### src/rtl/hazard_scoreboard_unit.sv
// Hazard unit for the 5-stage pipeline: forwarding, load-use stall, branch flush and a scoreboard
// for a fixed-latency pipelined multi-cycle unit. Optional perf counters under HAZ_PERF_CNT_EN.
module hazard_scoreboard_unit #(
  parameter int unsigned AW         = 5,
  parameter int unsigned NUM_RS     = 2,
  parameter int unsigned MC_LATENCY = 4
) (
  input  logic                   clk,
  input  logic                   reset,
  input  logic [NUM_RS*AW-1:0]   rs_d,
  input  logic [AW-1:0]          rd_d,
  input  logic                   regwrite_d,
  input  logic                   mc_op_d,
  input  logic [NUM_RS*AW-1:0]   rs_e,
  input  logic [AW-1:0]          rd_e,
  input  logic                   load_e,
  input  logic                   mc_issue_e,
  input  logic                   pcsrc_e,
  input  logic [AW-1:0]          rd_m,
  input  logic                   regwrite_m,
  input  logic [AW-1:0]          rd_w,
  input  logic                   regwrite_w,
  output logic [NUM_RS*2-1:0]    forward_e,
  output logic                   stall_f,
  output logic                   stall_d,
  output logic                   flush_d,
  output logic                   flush_e,
  output logic                   mc_wb_valid,
  output logic [AW-1:0]          mc_wb_rd,
  output logic                   mc_busy,
  output logic [31:0]            stall_cnt,
  output logic [31:0]            flush_cnt
);

  localparam int unsigned NumRegs = 2 ** AW;

  logic [NumRegs-1:0]    pendingQ, pendingD, pendEff;
  logic [MC_LATENCY-1:0] mcValidQ;
  logic [AW-1:0]         mcRdQ [MC_LATENCY];
  logic                  wbLast;
  logic                  lwStall, sbStall, anyStall;
  logic [AW-1:0]         rsCur, rsFwd;

  assign mc_wb_valid = mcValidQ[MC_LATENCY-1];
  assign mc_wb_rd    = mc_wb_valid ? mcRdQ[MC_LATENCY-1] : '0;
  assign mc_busy     = |mcValidQ;

  // A write-back only retires the register if no younger in-flight op targets it.
  always_comb begin
    wbLast = mcValidQ[MC_LATENCY-1];
    for (int unsigned s = 0; s < MC_LATENCY - 1; s++) begin
      if (mcValidQ[s] && (mcRdQ[s] == mcRdQ[MC_LATENCY-1])) wbLast = 1'b0;
    end
  end

  always_comb begin
    pendEff  = pendingQ;
    pendingD = pendingQ;
    if (wbLast) begin
      pendEff[mcRdQ[MC_LATENCY-1]]  = 1'b0;
      pendingD[mcRdQ[MC_LATENCY-1]] = 1'b0;
    end
    // Set after clear: a same-cycle issue to the retiring reg is younger.
    if (mc_issue_e && (rd_e != '0)) pendingD[rd_e] = 1'b1;
  end

  always_comb begin
    lwStall = 1'b0;
    sbStall = 1'b0;
    rsCur   = '0;
    for (int unsigned i = 0; i < NUM_RS; i++) begin
      rsCur = rs_d[i*AW +: AW];
      if (load_e && (rd_e != '0) && (rd_e == rsCur)) lwStall = 1'b1;
      if ((rsCur != '0) && pendEff[rsCur]) sbStall = 1'b1;
      if (mc_op_d && mc_issue_e && (rd_e != '0) && (rd_e == rsCur)) sbStall = 1'b1;
    end
    if (regwrite_d && (rd_d != '0) && pendEff[rd_d]) sbStall = 1'b1;
  end

  assign anyStall = lwStall | sbStall;
  assign stall_d  = anyStall;
  assign stall_f  = anyStall & ~pcsrc_e;
  assign flush_d  = pcsrc_e;
  assign flush_e  = anyStall | pcsrc_e;

  always_comb begin
    forward_e = '0;
    rsFwd     = '0;
    for (int unsigned i = 0; i < NUM_RS; i++) begin
      rsFwd = rs_e[i*AW +: AW];
      if (rsFwd == '0)                          forward_e[i*2 +: 2] = 2'b00;
      else if (regwrite_m && (rd_m == rsFwd))   forward_e[i*2 +: 2] = 2'b10;
      else if (regwrite_w && (rd_w == rsFwd))   forward_e[i*2 +: 2] = 2'b01;
      else                                      forward_e[i*2 +: 2] = 2'b00;
    end
  end

  // Issue is never squashed by pcsrc_e: ops in E are older than the branch.
  always_ff @(posedge clk) begin
    if (reset) begin
      pendingQ <= '0;
      mcValidQ <= '0;
      for (int unsigned s = 0; s < MC_LATENCY; s++) mcRdQ[s] <= '0;
    end else begin
      pendingQ <= pendingD;
      mcValidQ <= {mcValidQ[MC_LATENCY-2:0], mc_issue_e};
      mcRdQ[0] <= rd_e;
      for (int unsigned s = 1; s < MC_LATENCY; s++) mcRdQ[s] <= mcRdQ[s-1];
    end
  end

`ifdef HAZ_PERF_CNT_EN
  logic [31:0] stallCntQ, flushCntQ;

  always_ff @(posedge clk) begin
    if (reset) begin
      stallCntQ <= '0;
      flushCntQ <= '0;
    end else begin
      if (stall_d) stallCntQ <= stallCntQ + 32'd1;
      if (flush_d) flushCntQ <= flushCntQ + 32'd1;
    end
  end

  assign stall_cnt = stallCntQ;
  assign flush_cnt = flushCntQ;
`else
  assign stall_cnt = '0;
  assign flush_cnt = '0;
`endif

endmodule
### config.mk
export PLATFORM = sky130hd
export DESIGN_NAME = hazard_scoreboard_unit
export DESIGN_NICKNAME = d
export VERILOG_FILES = /design/src/rtl/hazard_scoreboard_unit.sv
export SDC_FILE = /design/constraint.sdc
export NUM_CORES = 1
export LEC_CHECK = 0
export ABC_AREA = 0
export BUFFER_PORTS_ARGS = -buffer_cell sky130_fd_sc_hd__buf_2
export CORE_MARGIN = 2
export CORE_UTILIZATION = 48
export CTS_CLUSTER_SIZE = 24
export DETAILED_ROUTE_END_ITERATION = 10
export GPL_TIMING_DRIVEN = 0
export HOLD_SLACK_MARGIN = 0.02
export PLACE_DENSITY = 0.77
export SKIP_LAST_GASP = 1
export SLEW_MARGIN = 20
export SYNTH_ARGS = -nofsm -noshare
export SYNTH_HDL_FRONTEND = slang
export SYNTH_SLANG_ARGS = --single-unit
export TNS_END_PERCENT = 10
### constraint.sdc
create_clock -name clk -period 2.49 [get_ports clk]
set_input_delay 0 -clock clk [delete_from_list [all_inputs] [get_ports clk]]
set_output_delay 0 -clock clk [all_outputs]
set_load 0.01 [all_outputs]
==> impl_metrics.ini, run 1 <==
[floorplanning]
die_w_um = 101.1
rows = 35
core-area_sq_um = 9196
dieHeight_um = 101.1
pin_count = 128
die_area_sq_um = 10210
start_util_pct = 49.17

[yosys]
synth_top_area_cell = dfxtp_1
ys_seq_area_share_pct = 24.79
syn_area_per_cell_sq_um = 8.046
synth_edf_count = 0
netlist_top_cells_area = dfxtp_1 25%, buf_4 11%, xnor2_1 7.9%
synthArstFlopShare_pct = 0
ys_ff_latch = 56
synth.top_cell.area_share_pct = 24.79
synth_cells = 562
ys.flop_type = dfxtp_1
synthesis.area_sq_um = 4522
ys_types = 60
yosys_warnings = 0

[drt]
first_iter_violations = 460
routed_wl_um = 17000
drc = 0
first_pass_iters = 6
via_count = 4923
wire_per_inst_um = 20.56
ant_nets = 0
vias_per_cell = 5.953

[sta]
fin_crit_sh_pct = 129.1
rsz0062_at_grt = true
period_needed_ps = 3214
worst_pin_slew_ps = 914.1
setup_ws_ps = -724.2
clock_skew_ps = 12.35
slew_headroom_pct = 38.83
hold_viol = 0
setup_viol = 3
tns_ps = -2123
max_freq_ghz = 0.3111
slew_violations = 0

[setup_path]
r2r_slack_ps = 450
cp_cell_sequence = clkbuf_2 > nand3_2 > o41ai_4 > mux2i_1 > a2111oi_2 > a311oi_2 > a2111oi_4 > a21oi_1 > buf_2
crit_path_max_fanout = 10
critPathLaunchType = flop
cp_top_family = compound AO/OA/AOI/OAI gates
crit_path_end = stall_f
slowest_delay_ps = 560
crit_required_ps = 2490
crit_type = flop to output pin
r2r_start = mcRdQ[3][0]
reg2reg_depth = 10
crit_arrival_ps = 3210
crit_start = mcValidQ[3]
critPathBufInv = 2
worstSetupPathDepth = 9
r2r-end = pendingQ[1]
cp-end-kind = output pin
crit_slowest_cell = o41ai_4

[cts]
root_buffer = clkbuf_8
cts_buffers = 5
path_clk_slew_ps = 110
cts_tree = built
worstSkewPairLatency_ps = 340
ctsHtreeMaxLevel = 2
clkSinkCount = 56
clock_path_buffers = 2

[global_routing]
grt_use_met2_pct = 54.36
busiest_layer = met2
use_met3_pct = 5.687
grt_overflow = 0
grt_usage_pct = 33.54
grt_pass1_wl_um = 25980
grt_pass1_vias = 4693
antenna_found_initial = 0
grt_max_degree = 18
globalRouteMet1Util_pct = 41.21

[place]
post-place-cells = 789
postPlaceCellArea_sq_um = 5220
portBuffers = 52
dpl_worst_slack_ps = -995.7
dp.final_hpwl_um = 12020
gp_congestion = 1.023

[status]
status = finished with violations
failed_checks = negative setup slack

[power_and_ir_drop]
power_density_nw_per_um2 = 354.1
p_total_mw = 2.144
ir_worst_vdd_v = 0.0002378
p_leak_nw = 2.286

[hold_path]
hold-path-cell-count = 2
hp-class = input pin to flop

[layout]
drive_gt1_share_pct = 32.12
mostFrequentLayoutCells = 94 x buf_4, 64 x conb_1, 58 x nand2_1
antennaDiodeCount = 0
final_common_cell = buf_4
design_area_sq_um = 6055
nets = 764
area_growth_pct = 33.90
stdcell_count = 827
n_fill_cell = 768

[run]
maxCapViolCount = 0
-- how the worst min path moves through the flow --
stage          startpoint          end  slack (ps)
2_1_floorplan     pcsrc_e      stall_f          40
3_3_place_gp      pcsrc_e      stall_f         250
3_5_place_dp      pcsrc_e      stall_f         270
4_1_cts             reset  mcRdQ[0][1]          70
5_1_grt           rd_e[3]  pendingQ[2]          90
6_report            reset  mcRdQ[0][2]          70
-- metal layers --
metal | up-vias | share of wire [%]
met3 | 78 | 11
met1 | 2264 | 38
met5 | - | 0
li1 | 2207 | -
met2 | 374 | 45
met4 | 0 | 6.3
-- worst reg2reg max path, stage by stage, from the launching register on --
cell,delay [ps]
dfxtp_2,330
buf_6,130
xnor2_2,120
nand4_1,190
o22ai_4,330
buf_12,180
buf_12,150
buf_8,110
buf_4,130
o21ai_0,160
a21oi_1,150
-- cells in the mapped netlist (4+ instances only) --
cell type,n
o211ai_1,9
and2_1,6
dfxtp_1,56
o21ai_0,13
nand2_1,60
inv_1,5
o41ai_2,8
o311ai_0,6
xnor2_1,41
o31ai_1,5
nor2_1,28
nor2b_1,32
o22ai_1,8
nand4_1,5
nand3_1,14
nor4_1,10
a21oi_1,36
buf_4,69
clkbuf_1,31
mux2i_1,5
mux4_2,5
nor3b_1,6
nand2b_1,9
xor2_1,8
nand3b_1,5
buf_2,4
nor3_1,14
o41ai_1,13
-- state kept, by name, indices dropped and copies added, names as in the netlist --
name      flops
mcValidQ      4
mcRdQ        20
pendingQ     32
-- cells by family after synthesis --
logic type | synth area share (%)
multiplexers | 3.597
AO/OA/AOI/OAI | 22.75
XOR/XNOR | 9.491
AND/OR/NAND/NOR | 23.58
other | 0.08293
buffers and inverters | 15.72
flip-flops | 24.79
-- per-stage QoR --
| stage | utilization [%] | hold slack, ps |
|---|---|---|
| global route | 65.84 | 88.38 |
| finish | 65.84 | 67.28 |
| floorplan | - | 44.09 |
| global placement | 56.64 | 247.3 |
| CTS | 65.59 | 69.93 |
| detailed placement | 56.76 | 269.8 |
-- cell type report --
cell class                 count  area, sq um  share of cell area, %
inverter                       5        18.77                 0.3100
sequential                    56         1127                  18.62
buffer                       106        750.7                  12.40
multi-input combinational    456         3362                  55.53
clock buffer                   6        82.58                  1.364
tap                          111        138.9                  2.294
timing repair buffer          85        560.5                  9.258
clock inverter                 2        13.76                 0.2273
-- power breakdown --
group	internal, mW	switching [mW]	leakage, nW	total, mW
registers	0.916	0.0172	0.457	0.933
clock network	0.229	0.339	0.0516	0.568
logic	0.280	0.363	1.78	0.643
total	1.42	0.720	2.29	2.14
-- repair_timing --
action | in CTS | in global routing
buffers inserted | 29 | 0
resized for setup | 77 | 4
pin swaps | 29 | 1
endpoints found under the hold margin | 1 | 0
hold buffers | 1 | 0
cloned | 2 | 0
setup endpoints to repair | 4 | 3
Power figures use the tool's default switching activity.
==> run 2, diff against run 1 <==
--- a/config.mk
+++ b/config.mk
@@ -7,7 +7,7 @@
 export LEC_CHECK = 0
 export ABC_AREA = 0
 export BUFFER_PORTS_ARGS = -buffer_cell sky130_fd_sc_hd__buf_2
-export CORE_MARGIN = 2
+export CAP_MARGIN = 30
 export CORE_UTILIZATION = 48
 export CTS_CLUSTER_SIZE = 24
 export DETAILED_ROUTE_END_ITERATION = 10
==> impl_metrics.ini, run 2 (synthesis results as in run 1) <==
[sta]
clock_skew_ps = 8.912
rsz0062_at_grt = true
fin_crit_sh_pct = 133.1
holdWs_ps = 105.8
slew_violations = 0
slew_headroom_pct = 38.73
hold_viol = 0
max_freq_ghz = 0.3018
setup_viol = 3
tns_ps = -2427
setup_ws_ps = -823.5
worst_pin_slew_ps = 916.6
period_needed_ps = 3314

[global_routing]
grt_max_degree = 20
globalRouteMet1Util_pct = 40.21
grt_pass1_wl_um = 25210
grt_pass1_vias = 4661
use_met3_pct = 8.723
antenna_found_initial = 0
grt_use_met2_pct = 54.55
busiest_layer = met2
grt_overflow = 0
grt_usage_pct = 33.69

[floorplanning]
start_util_pct = 49.17
pin_count = 128
rows = 35
dieHeight_um = 99.06
die_area_sq_um = 9813
core-area_sq_um = 9196
die_w_um = 99.06

[cts]
ctsHtreeMaxLevel = 2
clock_path_buffers = 2
cts_tree = built
root_buffer = clkbuf_8
path_clk_slew_ps = 110
clkSinkCount = 56
worstSkewPairLatency_ps = 320
cts_buffers = 5

[setup_path]
slowest_delay_ps = 490
r2r_slack_ps = 310
cp_cell_sequence = buf_8 > xnor2_1 > nand4_1 > o22ai_4 > clkbuf_16 > o41ai_4 > mux2i_1 > a2111oi_2 > a311oi_2 > a2111oi_4 > a21oi_1 > buf_2
reg2reg_depth = 9
cp_top_family = compound AO/OA/AOI/OAI gates
crit_required_ps = 2490
cp-end-kind = output pin
worstSetupPathDepth = 12
crit_slowest_cell = o41ai_4
critPathLaunchType = flop
crit_type = flop to output pin
critPathBufInv = 3
crit_path_max_fanout = 6
crit_arrival_ps = 3310

[layout]
regMostFlops = pendingQ
drive_gt1_share_pct = 32.41
reg_top3 = pendingQ (32), mcRdQ (20), mcValidQ (4)
largest_register_ffs = 32
register_area_sq_um = 1127
antennaDiodeCount = 0
mostFrequentLayoutCells = 98 x buf_4, 64 x conb_1, 58 x nand2_1
n_fill_cell = 766
final_common_cell = buf_4
area_growth_pct = 33.31
multi_input_area_sq_um = 3327
nets = 767

[hold_path]
hold-path-cell-count = 2
hp-class = input pin to flop

[place]
portBuffers = 52
gp_congestion = 1.093
dp.final_hpwl_um = 11550

[power_and_ir_drop]
ir_worst_vdd_v = 0.0002496
power_density_nw_per_um2 = 352.3
p_leak_nw = 2.283

[drt]
first_pass_iters = 7
vias_per_cell = 6.037
wire_per_inst_um = 20.37
drc = 0
via_count = 5011
ant_nets = 0
routed_wl_um = 16910
first_iter_violations = 658

[run]
maxCapViolCount = 0

[status]
status = finished with violations
failed_checks = negative setup slack
==> run 2: changes by cell type in the layout (fill, tap and decap cells not counted), moves of 2 or more <==
| cell | delta |
|---|---|
| buf_4 | +4 |
| o41ai_2 | +3 |
| buf_8 | +2 |
| o41ai_4 | -3 |
| buf_6 | -3 |
==> run 2: report_power, final <==
group	total [mW]	internal (mW)	leakage (nW)	switching (mW)
clock network	0.543	0.206	0.0452	0.336
registers	0.933	0.916	0.457	0.0172
logic	0.648	0.281	1.78	0.368
total	2.12	1.40	2.28	0.721
==> run 2: area by class of cell <==
type	count	area share, %
timing repair buffer	89	9.797
clock buffer	5	1.142
inverter	5	0.3113
sequential	56	18.70
multi-input combinational	456	55.19
clock inverter	3	0.4151
buffer	105	12.14
tap	111	2.304
==> run 2: repair_timing <==
action | 4_1_cts | 5_1_grt
resized for setup | 54 | 20
hold endpoints to repair | 1 | 0
hold buffers | 1 | 0
setup endpoints to repair | 3 | 3
pin swaps | 22 | 16
gates cloned | 1 | 0
buffers inserted | 21 | 14
==> run 2: metrics by stage <==
stage | cell area, sq um | setup slack (ps) | cells | total power, mW | utilization (%)
final | 6028 | -823.5 | 830 | 2.124 | 65.55
after global placement | 5209 | -980.7 | 788 | 1.479 | 56.64
after floorplan | 4810 | -4.909 | 625 | 1.338 | -
after global routing | 6028 | -955.3 | 830 | 2.183 | 65.55
after CTS | 5868 | -682.6 | 818 | 2.075 | 63.81
after detailed placement | 5248 | -838.3 | 789 | 1.492 | 57.06
==> run 2: path summary, 6_finish.rpt <==
path                     from            to
setup / recovery  mcRdQ[3][1]       stall_f
hold / removal          reset   mcRdQ[0][0]
setup reg to reg  mcRdQ[3][1]  pendingQ[16]
hold reg to reg   pendingQ[0]   pendingQ[0]
==> run 2: metal layers <==
metal | vias up | part of all wire, %
li1 | 2209 | -
met2 | 413 | 44
met1 | 2290 | 37
met4 | 0 | 6.2
met3 | 99 | 13
met5 | - | 0
